### config.mk
export PLATFORM = sky130hd
export DESIGN_NAME = pipe_hazard_ctrl
export DESIGN_NICKNAME = d
export VERILOG_FILES = /design/src/rtl/pipe_hazard_ctrl_pkg.sv /design/src/rtl/instr_decode.sv /design/src/rtl/pipe_hazard_ctrl.sv
export SDC_FILE = /design/constraint.sdc
export NUM_CORES = 1
export LEC_CHECK = 0
export BUFFER_PORTS_ARGS = -buffer_cell sky130_fd_sc_hd__buf_2
export CORE_MARGIN = 1
export CORE_UTILIZATION = 38
export DETAILED_ROUTE_END_ITERATION = 12
export PLACE_DENSITY = 0.75
export REMOVE_ABC_BUFFERS = 1
export SYNTH_ARGS = -nofsm -noshare
export SYNTH_HDL_FRONTEND = slang
export SYNTH_HIERARCHICAL = 1
export SYNTH_SLANG_ARGS = --single-unit
### constraint.sdc
create_clock -name clock -period 2 [get_ports clock]
set_clock_uncertainty 0.15 [all_clocks]
set_input_delay 0.2 -clock clock [delete_from_list [all_inputs] [get_ports clock]]
set_output_delay 0.2 -clock clock [all_outputs]
set_load 0.01 [all_outputs]
### src/rtl/pipe_hazard_ctrl_pkg.sv
// Shared opcode constants, state encoding and decode helpers for the
// 4-stage pipeline control block.
package pipe_hazard_ctrl_pkg;

  localparam int unsigned IR_W    = 8;
  localparam int unsigned OP_W    = 4;
  localparam int unsigned REG_W   = 2;
  localparam int unsigned NREGS   = 4;
  localparam int unsigned NSTAGES = 4;

  // Full 4-bit opcodes
  localparam logic [OP_W-1:0] OP_LOAD  = 4'b0000;
  localparam logic [OP_W-1:0] OP_STORE = 4'b0010;
  localparam logic [OP_W-1:0] OP_ADD   = 4'b0100;
  localparam logic [OP_W-1:0] OP_SUB   = 4'b0110;
  localparam logic [OP_W-1:0] OP_NAND  = 4'b1000;
  localparam logic [OP_W-1:0] OP_BZ    = 4'b0101;
  localparam logic [OP_W-1:0] OP_BNZ   = 4'b1001;
  localparam logic [OP_W-1:0] OP_BPZ   = 4'b1101;
  localparam logic [OP_W-1:0] OP_NOP   = 4'b1010;
  localparam logic [OP_W-1:0] OP_STOP  = 4'b0001;

  // ORI and SHIFT are matched on the low three opcode bits only
  localparam logic [2:0] OP3_ORI   = 3'b111;
  localparam logic [2:0] OP3_SHIFT = 3'b011;

  // Fixed destination register of ORI
  localparam logic [REG_W-1:0] ORI_REG = 2'd1;

  typedef enum logic {
    ST_RUN  = 1'b0,
    ST_HALT = 1'b1
  } state_t;

  // Per-stage decode result
  typedef struct packed {
    logic             writer;
    logic [REG_W-1:0] dest;
    logic [NREGS-1:0] rd_mask;
  } dec_t;

  function automatic logic is_ori(input logic [OP_W-1:0] op);
    return (op[2:0] == OP3_ORI);
  endfunction

  function automatic logic is_shift(input logic [OP_W-1:0] op);
    return (op[2:0] == OP3_SHIFT);
  endfunction

  // Writes a register-file entry
  function automatic logic is_writer(input logic [OP_W-1:0] op);
    return (op == OP_LOAD) || (op == OP_ADD) || (op == OP_SUB) ||
           (op == OP_NAND) || is_ori(op) || is_shift(op);
  endfunction

  // Destination register of a writer
  function automatic logic [REG_W-1:0] dest_reg(input logic [OP_W-1:0]  op,
                                                input logic [REG_W-1:0] ra);
    return is_ori(op) ? ORI_REG : ra;
  endfunction

  function automatic logic reads_ra(input logic [OP_W-1:0] op);
    return (op == OP_STORE) || (op == OP_ADD) || (op == OP_SUB) ||
           (op == OP_NAND) || is_shift(op);
  endfunction

  function automatic logic reads_rb(input logic [OP_W-1:0] op);
    return (op == OP_LOAD) || (op == OP_STORE) || (op == OP_ADD) ||
           (op == OP_SUB) || (op == OP_NAND);
  endfunction

  function automatic logic reads_r1(input logic [OP_W-1:0] op);
    return is_ori(op);
  endfunction

  // Updates the N/Z flags in execute
  function automatic logic sets_flags(input logic [OP_W-1:0] op);
    return (op == OP_ADD) || (op == OP_SUB) || (op == OP_NAND) ||
           is_ori(op) || is_shift(op);
  endfunction

endpackage

### src/rtl/instr_decode.sv
// Combinational decode of one instruction register: writer flag,
// destination register and one-hot mask of registers read.
module instr_decode
  import pipe_hazard_ctrl_pkg::*;
(
  input  logic [IR_W-1:0] ir,
  output dec_t            dec
);

  logic [OP_W-1:0]  op;
  logic [REG_W-1:0] ra;
  logic [REG_W-1:0] rb;

  assign op = ir[3:0];
  assign ra = ir[7:6];
  assign rb = ir[5:4];

  // Writer/destination and read-mask for this instruction
  always_comb begin
    dec        = '0;
    dec.writer = is_writer(op);
    dec.dest   = dest_reg(op, ra);
    if (reads_ra(op)) dec.rd_mask[ra]      = 1'b1;
    if (reads_rb(op)) dec.rd_mask[rb]      = 1'b1;
    if (reads_r1(op)) dec.rd_mask[ORI_REG] = 1'b1;
  end

endmodule

### src/rtl/pipe_hazard_ctrl.sv
// Control for the 4-stage pipeline (IR1 fetch, IR2 read, IR3 execute,
// IR4 writeback): valid tracking, RAW stalls, branch flush and STOP halt.
module pipe_hazard_ctrl
  import pipe_hazard_ctrl_pkg::*;
(
  input  logic               clock,
  input  logic               reset,
  input  logic [IR_W-1:0]    ir1,
  input  logic [IR_W-1:0]    ir2,
  input  logic [IR_W-1:0]    ir3,
  input  logic [IR_W-1:0]    ir4,
  input  logic               N,
  input  logic               Z,
  output logic               pc_write,
  output logic               pc_sel,
  output logic               ir1_load,
  output logic               ir2_load,
  output logic               ir3_load,
  output logic               ir4_load,
  output logic               r1r2_load,
  output logic               flag_write,
  output logic               alu_out_write,
  output logic               mem_write,
  output logic               mdr_load,
  output logic               rf_write,
  output logic               reg_in,
  output logic               stall,
  output logic               flush,
  output logic               halted,
  output logic [NSTAGES-1:0] stage_valid
);

  state_t             state_q, state_d;
  logic [NSTAGES-1:0] v_q, v_d;

  dec_t dec1, dec2, dec3, dec4;

  logic [OP_W-1:0]  op2, op3, op4;
  logic [NREGS-1:0] wmask3, wmask4;
  logic             hazard;
  logic             taken;
  logic             halt;

  // One decoder per pipeline stage
  instr_decode u_dec1 (.ir(ir1), .dec(dec1));
  instr_decode u_dec2 (.ir(ir2), .dec(dec2));
  instr_decode u_dec3 (.ir(ir3), .dec(dec3));
  instr_decode u_dec4 (.ir(ir4), .dec(dec4));

  // IR1 is not yet consumed by any stage; IR2 only reads, IR3/IR4 only write
  logic unused_dec;
  assign unused_dec = ^{dec1, dec2.writer, dec2.dest, dec3.rd_mask, dec4.rd_mask};

  assign op2  = ir2[3:0];
  assign op3  = ir3[3:0];
  assign op4  = ir4[3:0];
  assign halt = (state_q == ST_HALT);

  // RAW compare against both later stages, plus branch resolution in IR3
  always_comb begin
    wmask3 = '0;
    wmask4 = '0;
    if (v_q[2] && dec3.writer) wmask3[dec3.dest] = 1'b1;
    if (v_q[3] && dec4.writer) wmask4[dec4.dest] = 1'b1;
    // Register file is written at the end of the cycle, so IR4 must be checked
    hazard = v_q[1] && (|(dec2.rd_mask & (wmask3 | wmask4)));
    taken  = v_q[2] && (((op3 == OP_BZ)  &&  Z) ||
                        ((op3 == OP_BNZ) && !Z) ||
                        ((op3 == OP_BPZ) && !N));
  end

  // State and valid-bit register
  always_ff @(posedge clock) begin
    if (reset) begin
      state_q <= ST_RUN;
      v_q     <= '0;
    end else begin
      state_q <= state_d;
      v_q     <= v_d;
    end
  end

  // Next state, valid update and all strobes; everything is low during reset
  always_comb begin
    state_d       = state_q;
    v_d           = v_q;
    pc_write      = 1'b0;
    pc_sel        = 1'b0;
    ir1_load      = 1'b0;
    ir2_load      = 1'b0;
    ir3_load      = 1'b0;
    ir4_load      = 1'b0;
    r1r2_load     = 1'b0;
    flag_write    = 1'b0;
    alu_out_write = 1'b0;
    mem_write     = 1'b0;
    mdr_load      = 1'b0;
    rf_write      = 1'b0;
    reg_in        = 1'b0;
    stall         = 1'b0;
    flush         = 1'b0;
    halted        = 1'b0;
    stage_valid   = '0;

    if (!reset) begin
      stall       = hazard;
      flush       = taken;
      halted      = halt;
      stage_valid = v_q;

      r1r2_load     = v_q[1] && !hazard;
      flag_write    = v_q[2] && sets_flags(op3);
      alu_out_write = v_q[2] && dec3.writer && (op3 != OP_LOAD);
      mem_write     = v_q[2] && (op3 == OP_STORE);
      mdr_load      = v_q[2] && (op3 == OP_LOAD);
      rf_write      = v_q[3] && dec4.writer;
      reg_in        = v_q[3] && (op4 == OP_LOAD);

      if (taken) begin
        // Branch retires from IR4 with no writes; two younger slots squashed
        pc_write = !halt;
        pc_sel   = 1'b0;
        ir1_load = !halt;
        ir2_load = 1'b1;
        ir3_load = 1'b1;
        ir4_load = 1'b1;
        v_d      = 4'b1000;
      end else if (hazard) begin
        // Hold IR1/IR2, insert a bubble into IR3
        ir3_load = 1'b1;
        ir4_load = 1'b1;
        v_d      = {v_q[2], 1'b0, v_q[1], v_q[0] && !halt};
      end else begin
        pc_write = !halt;
        pc_sel   = 1'b1;
        ir1_load = !halt;
        ir2_load = 1'b1;
        ir3_load = 1'b1;
        ir4_load = 1'b1;
        v_d      = {v_q[2], v_q[1], v_q[0], !halt};
      end

      // STOP in IR2 halts fetch unless squashed or held by a stall
      if (!halt && v_q[1] && (op2 == OP_STOP) && !taken && !hazard) begin
        state_d = ST_HALT;
      end
    end
  end

endmodule

# Word-level counts from Yosys, hierarchy flattened
# Index checks and enable logic that the tools add are counted.
[classes]
n_reduce_logical = 58
n_eq_ne = 21
magnitude_cmp = 8
bitwise = 3
muxes = 37
[ops]
columns = ["op", "count"]
rows = [
  ["equality test 4 x 3 -> 1 bit (second input constant)", 7],
  ["logical OR 1 bit", 24],
  ["2-to-1 mux 1 bit", 24],
  ["2-to-1 mux 4 bit", 6],
  ["logical AND 1 bit", 22],
  ["equality test 4 bit (second input constant)", 5],
  ["logical NOT 4 bit", 3],
  ["less-than comparator 2 x 3 -> 1 bit (second input constant)", 4],
  ["equality test 3 x 2 -> 1 bit (second input constant)", 3],
  ["equality test 3 bit (second input constant)", 3],
  ["demux 1 bit (select 2 bit)", 4],
  ["equality test 4 x 2 -> 1 bit (second input constant)", 2],
  ["greater-or-equal comparator 2 x 1 -> 1 bit (second input constant)", 4],
  ["bitwise OR 4 bit", 2],
  ["logical NOT 1 bit", 5],
  ["AND 4 bit", 1],
  ["equality test 4 x 1 -> 1 bit (second input constant)", 1],
  ["2-to-1 mux 2 bit", 2],
  ["nonzero test 4 bit", 1],
  ["OR reduction 4 bit", 1],
  ["2-to-1 mux 3 bit", 1],
  ["OR reduction 3 bit", 1],
  ["OR reduction 2 bit", 1],
]
[totals]
ff_bits = 5
wordCells = 132
output_inout_bits = 20

# Logic depth before layout (Yosys ltp)
[logic_depth]
ltp_word = 15
mapped_depth = 9

# Hierarchy
# The synthesis kept the hierarchy.
[by_module_without_submodules]
columns = ["module", "seq_area_each_um2", "cells_each", "area_per_inst_um2", "n_inst"]
rows = [
  ["pipe_hazard_ctrl", 100.1, 61, 444.2, 1],
  ["instr_decode at u_dec2 ...", 0.0, 21, 155.1, 2],
  ["instr_decode at u_dec4", 0.0, 20, 141.4, 1],
]

# Worst setup path before layout
# OpenSTA, ideal clock, no wires.
[synth_path]
path_kind = "in2out"
startpoint = "input port ir2[3]"
endpoint = "output port pc_write"
path_buffers = 2
setup_slack_ns = -0.495
arrival_time_ns = 2.145
stages = 9
path_cell_list = "or3_4 > a31oi_4 > o32ai_1 > mux2i_1 > o22ai_1 > or2_1 > buf_6 > a311oi_1 > buf_4"
[synth_lines]
columns = ["item", "line_no", "source"]
rows = [
  ["start, declared", "pipe_hazard_ctrl.sv:9", "input logic [IR_W-1:0] ir2,"],
  ["end, declared", "pipe_hazard_ctrl.sv:14", "output logic pc_write,"],
]

==> impl_metrics.json <==
{
  "via_per_inst": 5.40,
  "drc_errors": 6,
  "drive_gt1_share_pct": 50.0,
  "grtUsageTotal_pct": 22.5,
  "vias": 875,
  "grt_pass1_wl_um": 3230,
  "dr.pass1.iters": 8,
  "antenna_cells": 0,
  "cts_buffers": 3,
  "p_total_uw": 389,
  "grt_max_degree": 10,
  "wl_um": 2090,
  "timing_hold_violations_final": 0,
  "fp.dieW_um": 43.4,
  "max_slew.worst_pin.slew_ps": 359,
  "drv_slew": 0,
  "status": "finished, violations left",
  "failed_checks": "DRC, setup timing",
  "utilization_pct": 67.6,
  "hold_class": "primary input to register",
  "floorplan.rows": 14,
  "drt_iter0_drc": 21,
  "core_mm2": 0.00156,
  "root_buffer": "clkbuf_4",
  "finalWorstSetupSlack_ps": -380,
  "design_area_mm2": 0.00105,
  "place_area_um2": 932,
  "cts_buffer_depth": 2,
  "whs_ps": 110,
  "avgRoutedWirePerCell_um": 12.9,
  "worstPathRequired_ps": 1650,
  "reg2reg_depth": 5,
  "tns_ps": -2140,
  "max-vdd-ir-drop_v": 0.000353,
  "port-buffer-count": 43,
  "start_util_pct": 41.8,
  "grt_pass1_vias": 800,
  "nets": 183,
  "cts_tree": "built",
  "fp.dieH_um": 43.4,
  "boundaryPins": 56,
  "drtAntennaViolNets": 0,
  "worstSetupEndpointType": "primary output",
  "syn_area_um2": 652,
  "die_area_mm2": 0.00189,
  "grt-ovfl-total": 0,
  "critPathLaunchType": "primary input",
  "synthesis.area_per_instance_um2": 7.16,
  "numClockSinks": 5,
  "cts_max_level": 1,
  "post-route-min-period_ps": 2380,
  "setup_violations": 6,
  "gp_congestion": 0.758,
  "power_density_mw_per_mm2": 369,
  "cp_max_fo": 4,
  "fmax_mhz": 420,
  "max_cap_violations": 0,
  "antenna_found_initial": 0,
  "yosysWarnings": 6,
  "clock_latency_ps": 240,
  "area_growth_pct": 61.6,
  "rsz0062_at_grt": "yes",
  "p_leak_uw": 0.000541,
  "clk_pin_slew_ps": 50,
  "relSlewSlack_pct": 76.0,
  "post-route-period-util_pct": 119,
  "dp_hpwl_um": 1530,
  "syn_inst": 91,
  "whs_path_depth": 2,
  "crit_type": "primary input to primary output",
  "arrival_ps": 2030
}
final cells by class:
class                   instances  area [um2]
flip-flops and latches          5         100
inverters                      11        41.3
fillers                       139         505
multi-input cells              71         533
well taps                      16        20.0
clock buffers                   4        26.3
repair buffers                 55         333
report_power, final:
part,leakage [uW],internal [uW],switching (uW)
Clock,0.0000150,75.6,43.2
Sequential,0.0000412,104,4.58
Combinational,0.000485,80.1,80.9
Total,0.000541,260,129
routing by layer:
layer | wire [um] | part of all wire (%) | track usage (%) | vias up
met2 | 1100 | 52 | 42.7 | 35
li1 | - | - | - | 435
met5 | 0 | 0 | 0 | -
met4 | 0 | 0 | 5.63 | 0
met1 | 871 | 42 | 25.1 | 405
met3 | 119 | 5.7 | 5.00 | 0
flip-flops by register name (all words and copies together), names as in the netlist:
name,flops
halt,1
v_q,4
placed cells by master (no fill, tap or decap), types with 2 or more instances in the layout:
master / n
and2_1: 4
buf_2: 41
nor2_1: 6
clkbuf_4: 3
inv_1: 11
buf_4: 9
nand2_1: 8
nor3b_1: 3
o32ai_2: 3
buf_6: 4
mux2_2: 3
mux2i_1: 6
nand3_1: 9
dfxtp_1: 5
nor3_1: 2
nor2b_1: 6
a21oi_1: 2
final timing paths:
check | slack, ps | to | from
worst max-delay path | -380 | pc_write | ir2[2]
worst min-delay path | 110 | v_q[3]$_SDFF_PP0_ | reset
worst max register to register | 590 | halt$_SDFFE_PP0P_ | v_q[2]$_SDFF_PP0_
worst min register to register | 320 | v_q[0]$_SDFF_PP0_ | halt$_SDFFE_PP0P_
per-stage QoR:
stage / worst slack, ps / instances
after floorplan: -411 / 87
final: -380 / 162
after detailed placement: -417 / 156
after CTS: -350 / 162
after global routing: -469 / 162
after global placement: -361 / 156
worst max-delay path, stage by stage:
cell	delay, ps
buf_8	100
or3_4	400
a31oi_4	210
o311ai_2	140
mux2i_1	190
o32ai_2	110
or2_4	280
a311oi_2	220
buf_2	170
repair_timing:
item                                    in CTS  in global routing
buffers inserted                             2                  0
hold buffers                                 0                  0
pin swaps                                    8                  0
resized for setup                           15                  1
endpoints found under the setup margin       6                  8
Note: power is estimated with default switching activity, not from simulation.
